### src/rtl/writeback_ctrl.sv
// Writeback stage: result select, register-file write port, one-deep retired-write
// history for store-data forwarding, retire counter and HALT drain/dump/freeze sequencing.
module writeback_ctrl #(
    parameter int DRAIN_CYC = 2,
    parameter int CNT_W     = 16
) (
    input  logic             clk,
    input  logic             rst,
    input  logic             valid_in,
    input  logic             stall,
    input  logic [15:0]      instruction_in,
    input  logic [15:0]      incrPC,
    input  logic [15:0]      Binput,
    input  logic [15:0]      Xcomp,
    input  logic [15:0]      read_data,
    input  logic             RegWrt_in,
    output logic [2:0]       wb_rd,
    output logic [15:0]      wb_rd_data,
    output logic             wb_en,
    output logic [2:0]       wb_rd_delayed,
    output logic [15:0]      wb_rd_data_delayed,
    output logic             wb_hist_vld,
    output logic             dump,
    output logic             halted,
    output logic [CNT_W-1:0] retire_count
);

    typedef enum logic [1:0] {
        S_RUN,
        S_DRAIN,
        S_DUMP,
        S_HALTED
    } state_t;

    state_t     state;
    logic [3:0] drain_cnt;
    logic [4:0] opcode;
    logic       retire;
    logic       is_halt;
    logic       unused_ins_bits;

    assign opcode          = instruction_in[15:11];
    assign is_halt         = (opcode == 5'b00000);
    assign retire          = valid_in & ~stall & (state == S_RUN);
    assign wb_en           = retire & RegWrt_in & ~is_halt;
    assign unused_ins_bits = ^instruction_in[1:0];

    // Result select and destination decode from the retiring instruction's opcode
    always_comb begin
        wb_rd_data = Xcomp;
        wb_rd      = instruction_in[7:5];
        case (opcode)
            5'b10001: wb_rd_data = read_data;
            5'b00110,
            5'b00111: begin
                wb_rd_data = incrPC;
                wb_rd      = 3'd7;
            end
            5'b11000: begin
                wb_rd_data = Binput;
                wb_rd      = instruction_in[10:8];
            end
            5'b10010: wb_rd = instruction_in[10:8];
            5'b11001,
            5'b11010,
            5'b11011,
            5'b11100,
            5'b11101,
            5'b11110,
            5'b11111: wb_rd = instruction_in[4:2];
            default: ;
        endcase
    end

    // Last retired write, held across bubbles and stalls
    always_ff @(posedge clk) begin
        if (rst) begin
            wb_rd_delayed      <= '0;
            wb_rd_data_delayed <= '0;
            wb_hist_vld        <= 1'b0;
        end else if (wb_en) begin
            wb_rd_delayed      <= wb_rd;
            wb_rd_data_delayed <= wb_rd_data;
            wb_hist_vld        <= 1'b1;
        end
    end

    // Saturating count of retired instructions, HALT included
    always_ff @(posedge clk) begin
        if (rst) begin
            retire_count <= '0;
        end else if (retire && (retire_count != '1)) begin
            retire_count <= retire_count + 1'b1;
        end
    end

    // HALT sequencing: drain for DRAIN_CYC unstalled cycles, one dump pulse, then freeze
    always_ff @(posedge clk) begin
        if (rst) begin
            state     <= S_RUN;
            drain_cnt <= '0;
            dump      <= 1'b0;
            halted    <= 1'b0;
        end else begin
            case (state)
                S_RUN: begin
                    if (retire && is_halt) begin
                        state     <= S_DRAIN;
                        drain_cnt <= 4'(DRAIN_CYC - 1);
                    end
                end
                S_DRAIN: begin
                    if (!stall) begin
                        if (drain_cnt == '0) begin
                            state <= S_DUMP;
                            dump  <= 1'b1;
                        end else begin
                            drain_cnt <= drain_cnt - 1'b1;
                        end
                    end
                end
                S_DUMP: begin
                    state  <= S_HALTED;
                    dump   <= 1'b0;
                    halted <= 1'b1;
                end
                default: ;
            endcase
        end
    end

endmodule

### config.mk
export PLATFORM = sky130hd
export DESIGN_NAME = writeback_ctrl
export DESIGN_NICKNAME = d
export VERILOG_FILES = /design/src/rtl/writeback_ctrl.sv
export SDC_FILE = /design/constraint.sdc
export NUM_CORES = 1
export LEC_CHECK = 0
export ABC_CLOCK_PERIOD_IN_PS = 1950
export BUFFER_PORTS_ARGS = -buffer_cell sky130_fd_sc_hd__buf_4
export CAP_MARGIN = 20
export CORE_UTILIZATION = 35
export DETAILED_ROUTE_END_ITERATION = 10
export GPL_TIMING_DRIVEN = 0
export MAX_ROUTING_LAYER = met4
export PLACE_DENSITY = 0.67
export SKIP_LAST_GASP = 1
export SYNTH_ARGS = -nofsm -noshare
export SYNTH_HDL_FRONTEND = slang
export SYNTH_SLANG_ARGS = --single-unit
### constraint.sdc
create_clock -name clk -period 1.95 [get_ports clk]
set_input_delay 0.2925 -clock clk [delete_from_list [all_inputs] [get_ports clk]]
set_output_delay 0.2925 -clock clk [all_outputs]
set_load 0.02 [all_outputs]
==> results of run 1 <==
## worst min-delay path, delay by kind of cell
family	cells	cell delay (ns)
AO/OA/AOI/OAI	1	0.08
buffers and inverters	1	0.11
AND/OR/NAND/NOR	1	0.06
## logic make-up after synthesis
group	Yosys count	share of synthesized area [%]
simple gates	141	27.2
buf+inv	35	5.32
mux	9	3.56
fa+ha+maj	8	3.61
compound gates	112	27.9
flops	44	31.8
xor+xnor	2	0.632
## area by class of cell
| class | instances | area, µm² |
|---|---|---|
| multi-input combinational | 272 | 1830 |
| timing repair buffer | 158 | 1240 |
| sequential | 44 | 891 |
| buffer | 21 | 160 |
| fill | 727 | 3300 |
| clock buffer | 5 | 68.8 |
| clock inverter | 2 | 12.5 |
| inverter | 13 | 53.8 |
| tap | 102 | 128 |
## final timing paths
| check | from | end | slack (ns) | cells past startpoint |
|---|---|---|---|---|
| min reg2reg | halted | halted | 0.49 | 2 |
| max | state[1] | wb_en | -0.06 | 7 |
| min | instruction_in[7] | wb_rd_delayed[2] | 0.27 | 3 |
| max reg2reg | state[1] | retire_count[13] | 0.05 | 8 |
## per-layer routing
metal	track usage, %	vias up
li1	-	1628
met1	27.3	1594
met2	42.6	136
met3	4.02	20
met4	8.73	0
met5	-	-
## metrics by stage
step | utilization (%) | setup WS (ns) | instances | setup TNS, ns
after floorplan | - | 0.0162 | 351 | 0
after global placement | 51.3 | -0.341 | 591 | -5.97
after detailed placement | 51.3 | -0.394 | 591 | -7.58
after CTS | 54.7 | -0.162 | 610 | -0.166
after global routing | 57.1 | -0.121 | 617 | -0.208
final | 57.1 | -0.0577 | 617 | -0.0577
## sequential cells by signal, summed over array words and instances (netlist names)
| signal | count |
|---|---|
| wb_rd_data_delayed | 16 |
| halted | 1 |
| wb_rd_delayed | 3 |
| state | 2 |
| drain_cnt | 4 |
| retire_count | 16 |
| wb_hist_vld | 1 |
| dump | 1 |
## synth_stat cells (all sizes together) (3+ instances only)
cell type / count / area (µm²)
a211oi: 6 / 45.0
a21boi: 3 / 22.5
a21oi: 24 / 120
a222oi: 5 / 50.1
a31o: 3 / 26.3
a31oi: 8 / 50.1
and2: 3 / 18.8
and3: 3 / 18.8
buf: 7 / 41.3
clkbuf: 15 / 57.6
dfxtp: 44 / 881
ha: 8 / 100
inv: 13 / 48.8
mux2: 7 / 78.8
nand2: 40 / 153
nand2b: 11 / 68.8
nand3: 7 / 35.0
nand4: 6 / 37.5
nor2: 30 / 113
nor2b: 7 / 43.8
nor3: 3 / 15.0
nor3b: 14 / 115
nor4: 3 / 18.8
o21ai: 32 / 160
o31ai: 3 / 22.5
o32ai: 12 / 124
o41ai: 3 / 33.8
or4: 4 / 33.8
## power breakdown
part	internal (mW)	total (mW)	switching (mW)
Combinational	0.487	0.998	0.511
Sequential	0.972	1.03	0.0570
Clock	0.244	0.582	0.338
Total	1.70	2.61	0.907
## what timing repair did
item / in CTS / in global routing
resized for setup: 26 / 36
hold buffers: 0 / 0
setup endpoints to repair: 49 / 38
setup buffers: 13 / 5
gates cloned: 0 / 2
pin swaps: 10 / 10
==> summary.md, run 1 <==
| Metric | Value |
|---|---|
| Seq/Total Area, Yosys | `approximately a third` |
| Clock sink total | `44` |
| Arrival time of the worst setup path | `1.72 ns` |
| Pleak | `1.88 nW` |
| Slowest cell delay on critical path | `around 0.39 ns` |
| Tcrit/Tclk final | `103%` |
| GP Congestion | `0.862` |
| DR DRC count | `0` |
| Clock latency on the worst-skew pair | `~0.30 ns` |
| Crit Path Class | `reg -> out` |
| Setup crit end kind | `output pin` |
| Htree depth | `2` |
| Routed wire length | `9.93 mm` |
| Post-DR vias/cell | `5.47` |
| Share of cells above drive strength 1 | `about two fifths` |
| Failing checks | `negative setup slack` |
| Mean Syn Cell Area | `a little under 8 µm²` |
| RSZ-0062 raised after global routing | `yes` |
| Max_cap viols | `0` |
| Worst min path class | `in -> reg` |
| Highest clock rate | `~500 MHz` |
| Drt initial violations | `130` |
| DP Area | `3940 µm²` |
| CP Cell Sequence | `inv_4 > ha_4 > and3b_1 > buf_6 > o211a_4 > clkbuf_16 > buf_4` |
| Post-Syn Instances | `351` |
| I/O pin count | `143` |
| Most frequent cells in the layout | `153 x buf_4, 40 x dfxtp_1, 39 x nand2_1` |
| Num rows | `32` |
| Area Overhead vs Synth | `58.1%` |
| Detailed Routing Iterations Pass 1 | `7` |
| Die H | `91.0 µm` |
| Met3 routed WL | `590 µm` |
| Top Metal Used | `met4` |
| Hold Slack | `0.273 ns` |
| Fin worst setup slack | `-0.0577 ns` |
| Wl on met1 | `4.11 mm` |
| CP required | `1.66 ns` |
| CTS root buf | `clkbuf_8` |
| Syn. warnings | `0` |
| Final Max Slew Viols | `0` |
| Tot Pwr | `~2.6 mW` |
| WP buf/inv | `4` |
| Status | `finished with violations` |
| Core area | `~7700 µm²` |
| Synthesized flop and latch total | `44` |
| Asr flop ratio synth | `0%` |
| Design Area, Final | `4390 µm²` |
| Rel. slew slack | `about three fifths` |
| N_diodes | `0` |
| Routed wire length per instance | `16.1 µm` |
| Number of global-route vias before repair | `3334` |
| Fin. Hold Viols | `0` |
| NumNets Final | `608` |
| Die Wd | `~91 µm` |
| EDFF count, synth | `0` |
| Setup crit start kind | `flop` |
| Effective utilization at floorplan | `36.1%` |
| Antenna violations before repair | `0` |
| Die area | `8290 µm²` |
| # port buffers | `~140` |
| Crit-path leading delay family | `buffers and inverters` |
| TritonCTS Buffers | `5` |
| Post-Syn Area | `2770 µm²` |
| Synth Flop Type | `dfxtp_1` |
| WL met2 | `approximately 5 mm` |
| Post-layout min period | `2.01 ns` |
| PD cells | `595 nW/µm²` |
| Largest net degree at the start of global routing | `20` |
| Slew @ Worst Pin | `0.602 ns` |
| Clock Tree Buf Depth | `2` |
| Total GRT Usage | `24.1%` |
| Crit-path slowest cell | `dfxtp_4` |
| Syn_nets | `444` |
| DR vias | `roughly 3400` |
| First-pass GRT wire length | `roughly 16 mm` |
| Commonest non-fill, non-tap cell in the layout | `buf_4` |
| DP HPWL | `7.36 mm` |
| Critical Path Fanout Max | `19` |
| Final clock skew | `0.00551 ns` |
| CTS tree | `done` |
| Cell variety after synth | `55` |
| Total gr overflow | `0` |
| Peak VDD IR | `262 µV` |
| Final setup fails | `1` |
| Clock slew at reported path FFs | `0.09 ns` |
| DRT antenna net count | `0` |
(Power assumes the default switching activity.)
==> inputs of run 2 (changes only) <==
Settings changed: REMOVE_ABC_BUFFERS set to 1.
==> summary.md, run 2 (synthesized netlist as in run 1, its figures left out) <==
| Metric | Value |
|---|---|
| Number of global-route vias before repair | `3126 (-6.2%)` |
| Arrival time of the worst setup path | `1.63 ns (-0.09 ns)` |
| Top flop regs | `retire_count x16, wb_rd_data_delayed x16, drain_cnt x4` |
| Filler cells | `743 (+2.2%)` |
| Antenna violations before repair | `0 (unchanged)` |
| Tcrit/Tclk final | `98.5% (-4.5 points)` |
| Detailed Routing Iterations Pass 1 | `4 (-3)` |
| GRT met1 Usage | `24.8% (-2.5 points)` |
| Routed wire length per instance | `15.5 µm (-3.9%)` |
| Die H | `91.0 µm (unchanged)` |
| Fin. Hold Viols | `0 (unchanged)` |
| DRT antenna net count | `0 (unchanged)` |
| TritonCTS Buffers | `5 (unchanged)` |
| Slowest cell delay on critical path | `0.38 ns (about the same)` |
| Clock latency on the worst-skew pair | `0.30 ns (about the same)` |
| CP required | `1.66 ns (about the same)` |
| Max_cap viols | `0 (unchanged)` |
| Effective utilization at floorplan | `36.1% (unchanged)` |
| Routed wire length | `9.26 mm (-6.7%)` |
| Hold Crit Depth | `3 (unchanged)` |
| Most used cell, CP | `buf_6` |
| Final clock skew | `0.0106 ns (+0.00514 ns)` |
| DP HPWL | `6.44 mm (-12%)` |
| Die Wd | `91.0 µm (unchanged)` |
| Final setup fails | `0 (-1)` |
| Crit-path slowest cell | `a222oi_1` |
| Critical Path Fanout Max | `9 (-10)` |
| Slew @ Worst Pin | `0.856 ns (+0.255 ns)` |
| Tot Pwr | `2.72 mW (+4.2%)` |
| Design Area, Final | `4270 µm² (-2.7%)` |
| Highest clock rate | `521 MHz (+4.6%)` |
| DR DRC count | `0 (unchanged)` |
| CP startpoint | `instruction_in[15]` |
| GP Congestion | `0.784 (-9.0%)` |
| NumNets Final | `588 (-3.3%)` |
| Die area | `8290 µm² (unchanged)` |
| Worst min path class | `in -> reg` |
| I/O pin count | `143 (unchanged)` |
| Hold Startpoint | `Xcomp[15]` |
| DR vias | `3238 (-4.1%)` |
| Post-DR vias/cell | `5.41 (-1.3%)` |
| Clock slew at reported path FFs | `0.09 ns (about the same)` |
| Most frequent cells in the layout | `152 x buf_4, 44 x dfxtp_1, 38 x nand2_1` |
| CTS tree | `done` |
| Clock sink total | `44 (unchanged)` |
| Worst Reg-to-Reg Cells | `8 (unchanged)` |
| Crit Path Class | `in -> out` |
| PD cells | `637 nW/µm² (+7.1%)` |
| Post-layout min period | `1.92 ns (-0.0877 ns)` |
| Final setup TNS | `0 ns (+0.0577 ns)` |
| Pleak | `1.80 nW (-4.6%)` |
| # port buffers | `140 (+1.4%)` |
| Htree depth | `2 (unchanged)` |
| Final Max Slew Viols | `0 (unchanged)` |
| Drt initial violations | `129 (-0.77%)` |
| Core area | `7690 µm² (unchanged)` |
| CTS root buf | `clkbuf_8` |
| Setup crit end kind | `output pin` |
| Status | `finished, final reports clean` |
| Setup crit start kind | `input port` |
| Routing usage on met3 | `4.10% (+0.084 points)` |
| First-pass GRT wire length | `14.3 mm (-7.9%)` |
| Total GRT Usage | `21.9% (-2.2 points)` |
| Worst r2r src | `state[0]` |
| Total gr overflow | `0 (unchanged)` |
| Multi-input logic area | `1870 µm² (+1.8%)` |
| Largest net degree at the start of global routing | `34 (+70%)` |
| RSZ-0062 raised after global routing | `yes` |
| Share of cells above drive strength 1 | `41.5% (-0.41 points)` |
| Clock Tree Buf Depth | `2 (unchanged)` |
| Peak VDD IR | `309 µV (+18%)` |
| Most used routing layer | `met2` |
| Rel. slew slack | `42.9% (-17 points)` |
| Register area | `881 µm² (-1.1%)` |
| Num rows | `32 (unchanged)` |
| Commonest non-fill, non-tap cell in the layout | `buf_4` |
| GR Util met2 | `39.3% (-3.2 points)` |
| DP Area | `3870 µm² (-1.9%)` |
| CP Cell Sequence | `buf_6 > nor3b_4 > buf_6 > and3b_2 > a222oi_1 > nand2_1 > buf_6` |
| Area Overhead vs Synth | `53.8%` |
| Hold Slack | `0.283 ns (+0.0103 ns)` |
| # hold bufs at CTS | `0 (unchanged)` |
## run 2: cell count changes in the layout (fill, tap and decap cells not counted), sizes merged
cell / previous run / this run
bufinv: 0 / 1
o211a: 1 / 2
clkinv: 1 / 0
buf: 164 / 158
clkbuf: 20 / 5
diode: 0 / 1
inv: 13 / 14
## run 2: layout make-up
cell class | count | area share [%]
Multi-Input combinational cell | 273 | 43.7
Timing Repair Buffer | 158 | 28.7
Sequential cell | 44 | 20.6
Tap cell | 102 | 2.99
Clock buffer | 5 | 1.61
Inverter | 13 | 1.14
Clock inverter | 3 | 1.09
Antenna cell | 1 | 0.0587
## run 2: per-stage QoR
stage | worst slack (ns) | utilization, % | instances
after floorplan | -0.403 | - | 329
after global placement | -0.934 | 50.1 | 571
after detailed placement | -0.985 | 50.3 | 572
after CTS | -0.00858 | 54.1 | 595
after global routing | -0.00970 | 55.5 | 598
final | 0.0300 | 55.5 | 599
## run 2: worst paths after layout
kind                                          endpoint  slack (ns)
worst max-delay path                     wb_rd_data[1]        0.03
worst min-delay path            wb_rd_data_delayed[15]        0.28
worst max register to register        retire_count[15]        0.06
worst min register to register                  halted        0.48
## run 2: power by group
part	internal (mW)	total, mW	switching, mW
Clock	0.386	0.736	0.349
Combinational	0.455	0.968	0.513
Sequential	0.966	1.01	0.0488
Total	1.81	2.72	0.911
## run 2: metal layers
metal,wire [µm],share of wire [%]
met3,609,6.6
met5,0,0
met4,108,1.2
met2,4730,51
met1,3810,41
## run 2: worst max-delay path, delay by kind of cell
kind,cells,cell delay [ns]
compound gates,1,0.38
buf+inv,3,0.39
simple gates,3,0.56
## run 2: repair_timing
item | in CTS | in global routing
resized for setup | 16 | 18
cloned | 1 | 0
pin swaps | 6 | 5
buffers inserted | 14 | 3
endpoints found under the setup margin | 48 | 29
==> inputs of run 3 (changes only) <==
Settings changed: CELL_PAD_IN_SITES_DETAIL_PLACEMENT set to 0, CELL_PAD_IN_SITES_GLOBAL_PLACEMENT set to 2, CORE_UTILIZATION 35 to 22, PLACE_DENSITY 0.67 to not set, PLACE_DENSITY_LB_ADDON set to 0.1.
==> summary.md, run 3 (synthesized netlist as in run 1, its figures left out) <==
| Metric | Value |
|---|---|
| Tcrit/Tclk final | `98.1% (-0.35 points)` |
| CTS root buf | `clkbuf_16` |
| Commonest non-fill, non-tap cell in the layout | `buf_4` |
| DR vias | `3181 (-1.8%)` |
| Worst min path class | `in -> reg` |
| Fin worst setup slack | `0.0369 ns (+0.00686 ns)` |
| Dpl ws | `-1.24 ns (-0.258 ns)` |
| DRT antenna net count | `0 (unchanged)` |
| Drt initial violations | `116 (-10%)` |
| Hold Startpoint | `instruction_in[6]` |
| PD cells | `663 nW/µm² (+4.1%)` |
| Switching Fraction | `32.6% (-0.96 points)` |
| Clock sink total | `44 (unchanged)` |
| Final setup fails | `0 (unchanged)` |
| Largest net degree at the start of global routing | `34 (unchanged)` |
| CP Cell Sequence | `buf_4 > nor3b_4 > buf_4 > and3b_2 > a222oi_1 > nand2_1 > buf_4` |
| Switching pwr | `0.944 mW (+3.7%)` |
| Placed cell count | `638 (+12%)` |
| Total GRT Usage | `16.9% (-5.0 points)` |
| Top flop regs | `retire_count x16, wb_rd_data_delayed x16, drain_cnt x4` |
| Final setup TNS | `0 ns (unchanged)` |
| Detailed Routing Iterations Pass 1 | `4 (unchanged)` |
| WP buf/inv | `3 (unchanged)` |
| Rel. slew slack | `61.7% (+19 points)` |
| Routed wire length per instance | `16.1 µm (+3.9%)` |
| Fin. Hold Viols | `0 (unchanged)` |
| Effective utilization at floorplan | `22.8% (-13 points)` |
| Setup crit start kind | `input port` |
| Max_cap viols | `0 (unchanged)` |
| Critical Path Fanout Max | `9 (unchanged)` |
| Crit Path Class | `in -> out` |
| Total gr overflow | `0 (unchanged)` |
| RSZ-0062 raised after global routing | `yes` |
| Setup crit end kind | `output pin` |
| Highest clock rate | `523 MHz (+0.36%)` |
| Die H | `114 µm (+26%)` |
| Htree depth | `2 (unchanged)` |
| Clock latency on the worst-skew pair | `0.29 ns (about the same)` |
| Final clock skew | `0.00287 ns (-0.00777 ns)` |
| DP HPWL | `7.20 mm (+12%)` |
| Core area | `12200 µm² (+58%)` |
| CP startpoint | `instruction_in[15]` |
| Crit-path leading delay family | `simple AND/OR/NAND/NOR gates` |
| Number of global-route vias before repair | `3167 (+1.3%)` |
| Most used cell, CP | `buf_4` |
| Clock Tree Buf Depth | `2 (unchanged)` |
| Die area | `13100 µm² (+58%)` |
| Post-layout min period | `1.91 ns (-0.00686 ns)` |
| Pleak | `1.82 nW (+1.3%)` |
| Int Pwr | `1.96 mW (+8.2%)` |
| # port buffers | `140 (unchanged)` |
| Most frequent cells in the layout | `154 x buf_4, 42 x dfxtp_1, 38 x nand2_1` |
| TritonCTS Buffers | `5 (unchanged)` |
| Comb pwr share | `33.9% (-1.7 points)` |
| Filler cells | `1308 (+76%)` |
| First-pass GRT wire length | `16.6 mm (+16%)` |
| Slowest cell delay on critical path | `0.32 ns (-0.06 ns)` |
| Peak VDD IR | `278 µV (-10%)` |
| DP Area | `3950 µm² (+2.1%)` |
| I/O pin count | `143 (unchanged)` |
| Share of cells above drive strength 1 | `41.7% (+0.20 points)` |
| Clock slew at reported path FFs | `0.07 ns (-0.02 ns)` |
| Status | `finished, final reports clean` |
| NumNets Final | `588 (unchanged)` |
| Num rows | `40 (+25%)` |
| Worst r2r src | `state[1]` |
| CP required | `1.66 ns (about the same)` |
| GP Congestion | `0.715 (-8.8%)` |
| Arrival time of the worst setup path | `1.62 ns (about the same)` |
| Seq pwr share | `35.1% (-2.2 points)` |
| Post-DR vias/cell | `4.79 (-11%)` |
| Slew @ Worst Pin | `0.566 ns (-0.290 ns)` |
| N_diodes | `0 (-1)` |
| DR DRC count | `0 (unchanged)` |
| Crit-path slowest cell | `a222oi_1` |
| Area Overhead vs Synth | `57.6%` |
| Antenna violations before repair | `0 (unchanged)` |
| Final Max Slew Viols | `0 (unchanged)` |
| CTS tree | `done` |
| Design Area, Final | `4370 µm² (+2.5%)` |
| Routed wire length | `10.7 mm (+15%)` |
| Final non-filler cell total | `664 (+11%)` |
| Die Wd | `114 µm (+26%)` |
| Clock group share of total power | `31.0% (+3.9 points)` |
## run 3: metal layers
layer	track usage, %	up-vias	part of all wire [%]
met2	27.4	100	46
met1	20.9	1481	46
met3	4.66	5	6.6
met4	3.38	0	0.58
li1	-	1595	-
met5	-	-	0
## run 3: path summary, 6_finish.rpt
kind	to	depth (start not counted)	slack, ns
hold / removal	wb_rd_delayed[1]	3	0.30
hold reg to reg	halted	2	0.47
setup / recovery	wb_rd_data[4]	7	0.04
setup reg to reg	retire_count[13]	7	0.05
## run 3: worst min-delay path, cell delays in order
cell     delay, ns
buf_4         0.11
nand2_1       0.06
a31oi_1       0.07
## run 3: final cells by class
cell class | count | area, µm² | share of cell area [%]
Multi-Input combinational cell | 274 | 1870 | 42.8
Timing Repair Buffer | 157 | 1200 | 27.5
Sequential cell | 44 | 883 | 20.2
Tap cell | 168 | 210 | 4.81
Clock buffer | 7 | 143 | 3.26
Inverter | 13 | 52.6 | 1.20
Clock inverter | 1 | 7.51 | 0.172
## run 3: power by group through the flow
stage / combinational (mW) / clock [mW] / sequential (mW)
2_1_floorplan: 0.414 / 0 / 1.09
3_3_place_gp: 0.864 / 0 / 1.03
3_5_place_dp: 0.868 / 0 / 1.03
4_1_cts: 0.943 / 0.926 / 1.02
5_1_grt: 1.07 / 0.957 / 1.03
6_report: 0.983 / 0.900 / 1.02
## run 3: metrics by stage
step	total power [mW]	util [%]	hold WS [ns]
after floorplan	1.50	-	0.359
after global placement	1.90	32.4	0.458
after detailed placement	1.90	32.5	0.465
after CTS	2.88	34.9	0.294
after global routing	3.06	35.9	0.312
final	2.90	35.9	0.299
## run 3: timing repair
| item | CTS | global route |
|---|---|---|
| gates cloned | 1 | 1 |
| buffers inserted | 9 | 7 |
| hold buffers | 0 | 0 |
| endpoints found under the setup margin | 47 | 31 |
| pin swaps | 5 | 4 |
| resized for setup | 20 | 14 |
